### src/rtl/uop_pkg.sv
// Shared micro-op fetch types: default geometry, the per-lane instruction record and bundle/pointer typedefs.
// Pure declarations; no logic, no latency, no flow control.
package uop_pkg;
    localparam int UOP_BUF_SIZE_DEF = 64;
    localparam int FETCH_WIDTH_DEF  = 2;
    localparam int UOP_ADDR_W_DEF   = $clog2(UOP_BUF_SIZE_DEF);

    typedef struct packed {
        logic [7:0]  opcode;
        logic [23:0] operands;
    } fetched_instruction;

    typedef fetched_instruction [FETCH_WIDTH_DEF-1:0] uop_bundle_t;
    typedef logic [UOP_ADDR_W_DEF:0]                 uop_ptr_t;
endpackage

### src/rtl/uop_fetch_skid.sv
// Two-entry registered FIFO between buffer fetch and decode; enqueued data is on head one cycle later.
// Backpressure is exported only as the registered q_count, so deq never reaches the enqueue side combinationally.
module uop_fetch_skid #(
    parameter type T = logic [7:0]
) (
    input  logic       clk,
    input  logic       reset,
    input  logic       flush,
    input  logic       enq,
    input  T           enq_dat,
    input  logic       deq,
    output logic [1:0] q_count,
    output logic       vld,
    output T           head
);
    logic [1:0] count_q, count_d;
    T           e0_q, e0_d;
    T           e1_q, e1_d;
    logic       do_enq, do_deq;

    always_comb begin
        count_d = count_q;
        e0_d    = e0_q;
        e1_d    = e1_q;
        do_deq  = deq && (count_q != 2'd0);
        do_enq  = enq && ((count_q != 2'd2) || do_deq);
        if (flush) begin
            count_d = 2'd0;
        end else begin
            case ({do_enq, do_deq})
                2'b11: begin
                    // Head leaves; the new entry lands behind whatever remains.
                    if (count_q == 2'd1) begin
                        e0_d = enq_dat;
                    end else begin
                        e0_d = e1_q;
                        e1_d = enq_dat;
                    end
                end
                2'b10: begin
                    if (count_q == 2'd0) e0_d = enq_dat;
                    else                 e1_d = enq_dat;
                    count_d = count_q + 2'd1;
                end
                2'b01: begin
                    e0_d    = e1_q;
                    count_d = count_q - 2'd1;
                end
                default: ;
            endcase
        end
    end

    always_ff @(posedge clk) begin
        if (reset) begin
            count_q <= 2'd0;
            e0_q    <= '0;
            e1_q    <= '0;
        end else begin
            count_q <= count_d;
            e0_q    <= e0_d;
            e1_q    <= e1_d;
        end
    end

    assign q_count = count_q;
    assign vld     = (count_q != 2'd0);
    assign head    = e0_q;
endmodule

### src/rtl/uop_fetch_wide.sv
// Reads FETCH_WIDTH-lane bundles from the circular uop buffer; a bundle read in cycle t is on out_* at t+1.
// Decode stalls only fill the 2-entry skid queue; fetch stops on the registered occupancy, never on out_ready.
module uop_fetch_wide
    import uop_pkg::*;
#(
    parameter int UOP_BUF_SIZE = UOP_BUF_SIZE_DEF,
    parameter int FETCH_WIDTH  = FETCH_WIDTH_DEF,
    parameter int ADDR_W       = $clog2(UOP_BUF_SIZE)
) (
    input  logic                                   clk,
    input  logic                                   reset,
    input  logic                                   redirect,
    input  logic [ADDR_W:0]                        redirect_ptr,
    input  logic [ADDR_W:0]                        wr_ptr,
    output logic [ADDR_W:0]                        rd_ptr,
    input  fetched_instruction [FETCH_WIDTH-1:0]   rd_bundle,
    input  logic [FETCH_WIDTH-1:0]                 rd_mask,
    output logic                                   rd_en,
    output logic                                   empty,
    output logic                                   out_valid,
    input  logic                                   out_ready,
    output fetched_instruction [FETCH_WIDTH-1:0]   out_bundle,
    output logic [FETCH_WIDTH-1:0]                 out_mask,
    output logic [ADDR_W-1:0]                      out_idx
);
    typedef struct packed {
        fetched_instruction [FETCH_WIDTH-1:0] bundle;
        logic [FETCH_WIDTH-1:0]               mask;
        logic [ADDR_W-1:0]                    idx;
    } entry_t;

    logic [ADDR_W:0] rd_ptr_q, rd_ptr_d;
    logic [1:0]      q_count;
    logic            enq, deq;
    entry_t          enq_dat, head;

    assign empty = (rd_ptr_q == wr_ptr);
    assign rd_en = !reset && !redirect && !empty && (q_count < 2'd2);
    // All-invalid bundles still retire from the buffer but never reach decode.
    assign enq   = rd_en && (|rd_mask);
    // Decode is flushed by the same redirect, so its handshake that cycle is void.
    assign deq   = out_valid && out_ready && !redirect;

    always_comb begin
        enq_dat.bundle = rd_bundle;
        enq_dat.mask   = rd_mask;
        enq_dat.idx    = rd_ptr_q[ADDR_W-1:0];
    end

    // The wrap bit rides along in the carry, giving modulo 2*UOP_BUF_SIZE for free.
    always_comb begin
        rd_ptr_d = rd_ptr_q;
        if (redirect)   rd_ptr_d = redirect_ptr;
        else if (rd_en) rd_ptr_d = rd_ptr_q + 1'b1;
    end

    always_ff @(posedge clk) begin
        if (reset) rd_ptr_q <= '0;
        else       rd_ptr_q <= rd_ptr_d;
    end

    uop_fetch_skid #(.T(entry_t)) u_skid (
        .clk     (clk),
        .reset   (reset),
        .flush   (redirect),
        .enq     (enq),
        .enq_dat (enq_dat),
        .deq     (deq),
        .q_count (q_count),
        .vld     (out_valid),
        .head    (head)
    );

    assign rd_ptr     = rd_ptr_q;
    assign out_bundle = head.bundle;
    assign out_mask   = head.mask;
    assign out_idx    = head.idx;
endmodule

### config.mk
export PLATFORM = sky130hd
export DESIGN_NAME = uop_fetch_wide
export DESIGN_NICKNAME = d
export VERILOG_FILES = /design/src/rtl/uop_pkg.sv /design/src/rtl/uop_fetch_skid.sv /design/src/rtl/uop_fetch_wide.sv
export SDC_FILE = /design/constraint.sdc
export NUM_CORES = 1
export LEC_CHECK = 0
export ABC_AREA = 1
export ABC_CLOCK_PERIOD_IN_PS = 3800
export CORE_MARGIN = 2
export CORE_UTILIZATION = 55
export DETAILED_ROUTE_END_ITERATION = 8
export PLACE_DENSITY = 0.91
export SYNTH_ARGS = -nofsm -noshare
export SYNTH_HDL_FRONTEND = slang
export SYNTH_HIERARCHICAL = 1
export SYNTH_SLANG_ARGS = --single-unit
### constraint.sdc
create_clock -name clk -period 3.8 [get_ports clk]
set_input_delay 0.57 -clock clk [delete_from_list [all_inputs] [get_ports clk]]
set_output_delay 0.57 -clock clk [all_outputs]
set_load 0.02 [all_outputs]
* Yosys cells after proc, flatten, opt, wreduce, memory -nomap -nowiden *
Cells that the tools add are included.

word-level totals
  register bits = 153
  input port bits = 84
  word-level logic and storage cells = 59

operators by class
  add/subtract/negate cells = 3
  order comparisons = 1
  eq/ne operators = 9
  multiplexer cells = 9
  bitwise logic cells = 1
  reductions and logical operators = 22

operator list
  cell                                                    number
  two-way mux 72 bit                                      4
  case mux 72 bit (3 select lines)                        1
  case mux 72 bit (2 select lines)                        1
  two-way mux 7 bit                                       2
  logical AND 1 bit                                       8
  nonzero test 2 bit                                      4
  adder 7 x 1 -> 7 bit (second input constant)            1
  equality test 7 bit                                     1
  inequality test 2 bit (second input constant)           3
  equality test 2 x 1 -> 1 bit (second input constant)    2
  equality test 2 bit (second input constant)             2
  case mux 2 bit (2 select lines)                         1
  AND reduction 4 bit                                     1
  OR reduction 2 bit                                      2
  logical NOT 1 bit                                       3
  AND reduction 3 bit                                     1
  nonzero test 3 bit                                      1
  adder 2 x 1 -> 2 bit (second input constant)            1
  logical NOT 2 bit                                       1
  less-than comparator 2 bit (second input constant)      1
  inequality test 2 x 1 -> 1 bit (second input constant)  1
  subtractor 2 x 1 -> 2 bit (second input constant)       1
  logical OR 1 bit                                        1
  NOT 1 bit                                               1

* Longest topological paths before layout *
  depth after elaboration = 9
  gate-level depth with buffers = 16

* Cells and area by module *
Netlist, hierarchy kept.

by module, submodules not included
  module          times used  cells an instance  area each (um^2)  sequential area each (um^2)
  uop_fetch_skid  1           1513               8658.3            2922.8
  uop_fetch_wide  1           113                608.1             140.1

* Least setup slack after synthesis *
Ideal clock, no wire load.

  path kind = reg-to-reg
  start point = register u_skid.count_q[0] (netlist: u_skid/q_count[0])
  end point = register u_skid.e0_q (netlist bit u_skid/head[42])
  setup time = 0.111 ns
  data arrival time = 2.414 ns
  data required time = 3.689 ns
  setup slack = 1.274 ns
  stages on the path, launching flop included = 15
  buffers on the path = 4
  period minus slack after synthesis = 2.526 ns
  cell sequence = dfxtp_1 -> inv_1 -> ha_1 -> inv_2 -> buf_2 -> buf_1 -> nand2_1 -> nor2_1 -> buf_2 -> nand2_2 -> a21oi_2 -> buf_2 -> nand2_1 -> nor2_1 -> nor2_1

between the ends
  cells in the longest elaborated chain, start to end = 9
  elaborated cells between the ends (all ways) = 20

ends and longest elaborated chain
  what                                                                                   RTL line              RTL
  start: declaration                                                                     uop_fetch_skid.sv:16  logic [1:0] count_q, count_d;
  start signal: assignment                                                               uop_fetch_skid.sv:60  count_q <= count_d;
  nonzero test 2 bit (*)                                                                 uop_fetch_skid.sv:67  assign vld = (count_q != 2'd0);
  via out_valid                                                                          uop_fetch_wide.sv:20  output logic out_valid,
  logical AND 1 bit (*) (2 in a row)                                                     uop_fetch_wide.sv:42  assign deq = out_valid && out_ready && !redirect;
  via deq                                                                                uop_fetch_wide.sv:34  logic enq, deq;
  logical AND 1 bit (*)                                                                  uop_fetch_skid.sv:25  do_deq = deq && (count_q != 2'd0);
  logical OR 1 bit                                                                       uop_fetch_skid.sv:26  do_enq = enq && ((count_q != 2'd2) || do_deq);
  logical AND 1 bit                                                                      uop_fetch_skid.sv:26
  equality test 2 bit / equality test 2 x 1 -> 1 bit (equally long branches)             uop_fetch_skid.sv:30  case ({do_enq, do_deq})
  inequality test 2 x 1 -> 1 bit (no line) / nonzero test 3 bit (equally long branches)  -
  AND reduction 3 bit (no line)                                                          -
  end signal: assignment                                                                 uop_fetch_skid.sv:57  e0_q <= '0;
  end signal: assignment                                                                 uop_fetch_skid.sv:61  e0_q <= e0_d;
  end: declaration                                                                       uop_fetch_skid.sv:17  T e0_q, e0_d;

Mark *: on every way through the listed nets, which the timed path passes. The rest lies on a longest branch.
A chain may end at the register's enable or synchronous reset.

* Worst setup path after layout *
  start point = register u_skid.count_q[0] (netlist: u_skid/q_count[0])
  end point = register u_skid.e0_q (netlist bit u_skid/head[51])

between the ends
  cells in the longest elaborated chain, start to end = 9
  elaborated cells between the ends (all ways) = 20

ends and longest elaborated chain
  what                                                                                   RTL line
  nonzero test 2 bit (*)                                                                 uop_fetch_skid.sv:67
  logical AND 1 bit (*) (2 in a row)                                                     uop_fetch_wide.sv:42
  via deq                                                                                uop_fetch_wide.sv:34
  logical AND 1 bit (*)                                                                  uop_fetch_skid.sv:25
  logical OR 1 bit                                                                       uop_fetch_skid.sv:26
  logical AND 1 bit                                                                      uop_fetch_skid.sv:26
  equality test 2 bit / equality test 2 x 1 -> 1 bit (equally long branches)             uop_fetch_skid.sv:30
  inequality test 2 x 1 -> 1 bit (no line) / nonzero test 3 bit (equally long branches)  -
  AND reduction 3 bit (no line)                                                          -

Marks and branches as above.

==> flow_summary_export.csv <==
group,metric,value,unit
routing,ant_nets,0,
critical_path,slowest_stage,"buf_4",
synth,syn_avg_cell_area,5.699,um^2
sta,hold_slack,513.5,ps
sta,hold_violations,0,
global_route,grt_pass1_wl,43260,um
critical_path,end_kind,"flip-flop",
floorplan,initial_utilization,56.08,%
global_route,antenna_found_initial,0,
cts,clkLatencyLatePin,420,ps
cells_and_area,fin_cells,1956,
global_route,grt_max_degree,85,
cells_and_area,fin_area,11530,um^2
cells_and_area,area_growth,24.45,%
cts,clockBufferDepth,2,
cells_and_area,num-fill-cells,1399,
run,timing.max_cap.violations,0,
critical_path,reg2reg_to,"u_skid/head[51]",
hold_path,whs_path_depth,4,
cells_and_area,register_area,3063,um^2
critical_path,crit_type,"reg -> reg",
sta,clock_skew,6.203,ps
sta,rsz0062_at_grt,"false",
cts,root_buffer,"clkbuf_16",
critical_path,worstPathCellList,"inv_1, ha_1, inv_2, nand2_1, nor2_4, buf_4, inv_1, nor2_1, nand2_2, buf_4, nand3_1, nand2_1, nor2_1, nor2_1",
sta,maxSlewViolCount,0,
floorplan,die_x,133.8,um
cts,ctsResizeCount,0,
placement,io_buffers,165,
synth,syn_nets,1714,
pwr,clockPowerShare,42.5,%
sta,finalCriticalPeriod,2895,ps
cells_and_area,drive_gt1_share,4.147,%
routing,drt-initial-drc-count,1087,
cts,clkTransAtPathRegs,60,ps
pwr,ir_worst_vdd,0.2834,mV
sta,fin_crit_sh,76.18,%
critical_path,cp_top_family,"buffers and inverters",
synth,yosys_warnings,6,
cts,cts_hold_buf,0,
critical_path,cp.depth,14,
cells_and_area,nets,1811,
hold_path,hold_path_end,"u_skid/head[34]",
pwr,seqPwrFrac,42.9,%
critical_path,required,4110,ps
critical_path,reg2reg_from,"u_skid/q_count[0]",
critical_path,crit_path_max_fanout,45,
placement,place_area,10940,um^2
routing,detail_route.wl_per_cell,13.49,um
hold_path,hold_path.class,"reg -> reg",
global_route,grt_overflow,0,
critical_path,slowest_delay,460,ps
global_route,grt_usage,29.09,%
sta,clock.fmax,0.3455,GHz
pwr,finalPower,3.935,mW
cells_and_area,multiInputGateArea,4777,um^2
sta,timing.setup.tns,0,ps
cts,h-tree-depth,4,
routing,avgViaCountPerCell,5.249,
pwr,power_density,341.2,nW/um^2
pwr,p_switching,1.022,mW
floorplan,core,16520,um^2
sta,worst_pin_slew,1117,ps
hold_path,hold_start,"u_skid/head[34]",
critical_path,cp_common_cell,"nor2_1",
routing,vias,10270,
outcome,status,"completed",
placement,gp_congestion,0.8322,
pwr,combPwrFrac,14.6,%
placement,pre_cts_ws,580.1,ps
critical_path,start_kind,"flip-flop",
pwr,intPower,2.912,mW
placement,dpl.cell_count,1924,
sta,setup_viol,0,
synth,netlist_area,9266,um^2
critical_path,crit_buf_inv,5,
synth,synthCells,1626,
floorplan,io_pins,166,
routing,wl,26390,um
pwr,power.share.switching,25.99,%
critical_path,r2r_slack,910,ps
cells_and_area,antennaDiodeCount,0,
cells_and_area,fin_util,69.79,%
floorplan,rows,47,
pwr,p_leak,5.540,nW
cts,cts_tree,"built",
critical_path,arrival,3210,ps
sta,setup_ws,905.3,ps
routing,drc_errors,0,
synth,ys_seq_area_share,33.05,%
synth,synth-seq-cells,153,
cts,cts_sinks,153,
critical_path,r2r_cells,14,
cts,postCtsSetupBuffers,0,
placement,hpwl,15540,um
sta,relSlewSlack,25.44,%
routing,dr.pass1.iters,5,
floorplan,die-area,17900,um^2
cts,cts-buffers-inserted,17,
global_route,grt_pass1_vias,9310,
synth,synth.distinct_cells,23,
floorplan,die_h,133.8,um
[state kept, by name, indices dropped and copies added (netlist names)]
signal and cells:
u_skid/e1_q 72, u_skid/head 72, rd_ptr 7, u_skid/q_count 2
[cell usage in the layout (no fill, tap or decap), drive strengths merged]
master / count
nand2: 536
clkinv: 6
clkdlybuf4s50: 164
buf: 21
o21bai: 1
dfxtp: 153
o31ai: 1
a21oi: 53
inv: 257
bufinv: 1
clkinvlp: 1
ha: 4
nand3: 170
o21ai: 79
nor2: 220
clkbuf: 25
nand4: 44
[worst reg2reg max path, cell delays in order, from the launching register on]
cell and delay, ps:
dfxtp_1 400, inv_1 110, ha_1 250, inv_2 280
nand2_1 160, nor2_4 110, buf_4 460, inv_1 90
nor2_1 130, nand2_2 70, buf_4 290, nand3_1 150
nand2_1 80, nor2_1 160, nor2_1 60
[routing by layer]
metal,global-route usage [%],wire (um),up-vias
met2,50.60,12780,485
met4,12.23,650,0
met1,35.25,10710,4581
met3,5.442,2250,64
li1,-,-,5138
met5,0,0,-
[cell families after synthesis]
family          synth area share [%]
compound gates                 7.453
flops                          33.05
buf+inv                        15.93
simple gates                   43.02
fa+ha+maj                     0.5401
[worst max path at each step]
stage                      startpoint               to  slack, ps
floorplan           u_skid/q_count[0]  u_skid/head[42]       1270
global placement             redirect  u_skid/head[31]        630
detailed placement           redirect  u_skid/head[53]        580
CTS                          redirect            rd_en        960
global route                 redirect  u_skid/head[51]        690
finish              u_skid/q_count[0]  u_skid/head[51]        910
[synth_stat cells]
cell type  number  area share [%]
nand4_1        44             3.0
o21ai_0        78             4.2
nor2_1        218             8.8
o21bai_4        1            0.20
nor2_4          1            0.12
inv_2           5            0.20
a21oi_1        52             2.8
clkbuf_1       37             1.5
ha_1            4            0.54
o31ai_1         1           0.081
buf_4           6            0.49
buf_1           7            0.28
buf_6           2            0.24
dfxtp_1       153              33
inv_1         253              10
nand2_1       533              22
nand3_1       169             9.1
nand3_2         1            0.11
nand2_2         3            0.20
o21ai_1         1           0.054
buf_2          55             3.0
nor2_2          1           0.068
a21oi_2         1           0.095
[layout make-up]
class | instances | area share [%]
flip-flops and latches | 153 | 26.56
repair buffers | 185 | 16.12
multi-input cells | 1108 | 41.42
clock inverters | 7 | 0.5425
clock buffers | 25 | 4.557
well taps | 220 | 2.387
inverters | 258 | 8.408
[power groups by stage]
stage	sequential, mW	clock, mW	combinational (mW)
floorplan	1.77	0	0.260
global placement	1.72	0	0.558
detailed placement	1.72	0	0.567
CTS	1.69	1.69	0.570
global route	1.69	1.76	0.627
finish	1.69	1.67	0.574
No activity file was read; power rests on OpenSTA's default activity.
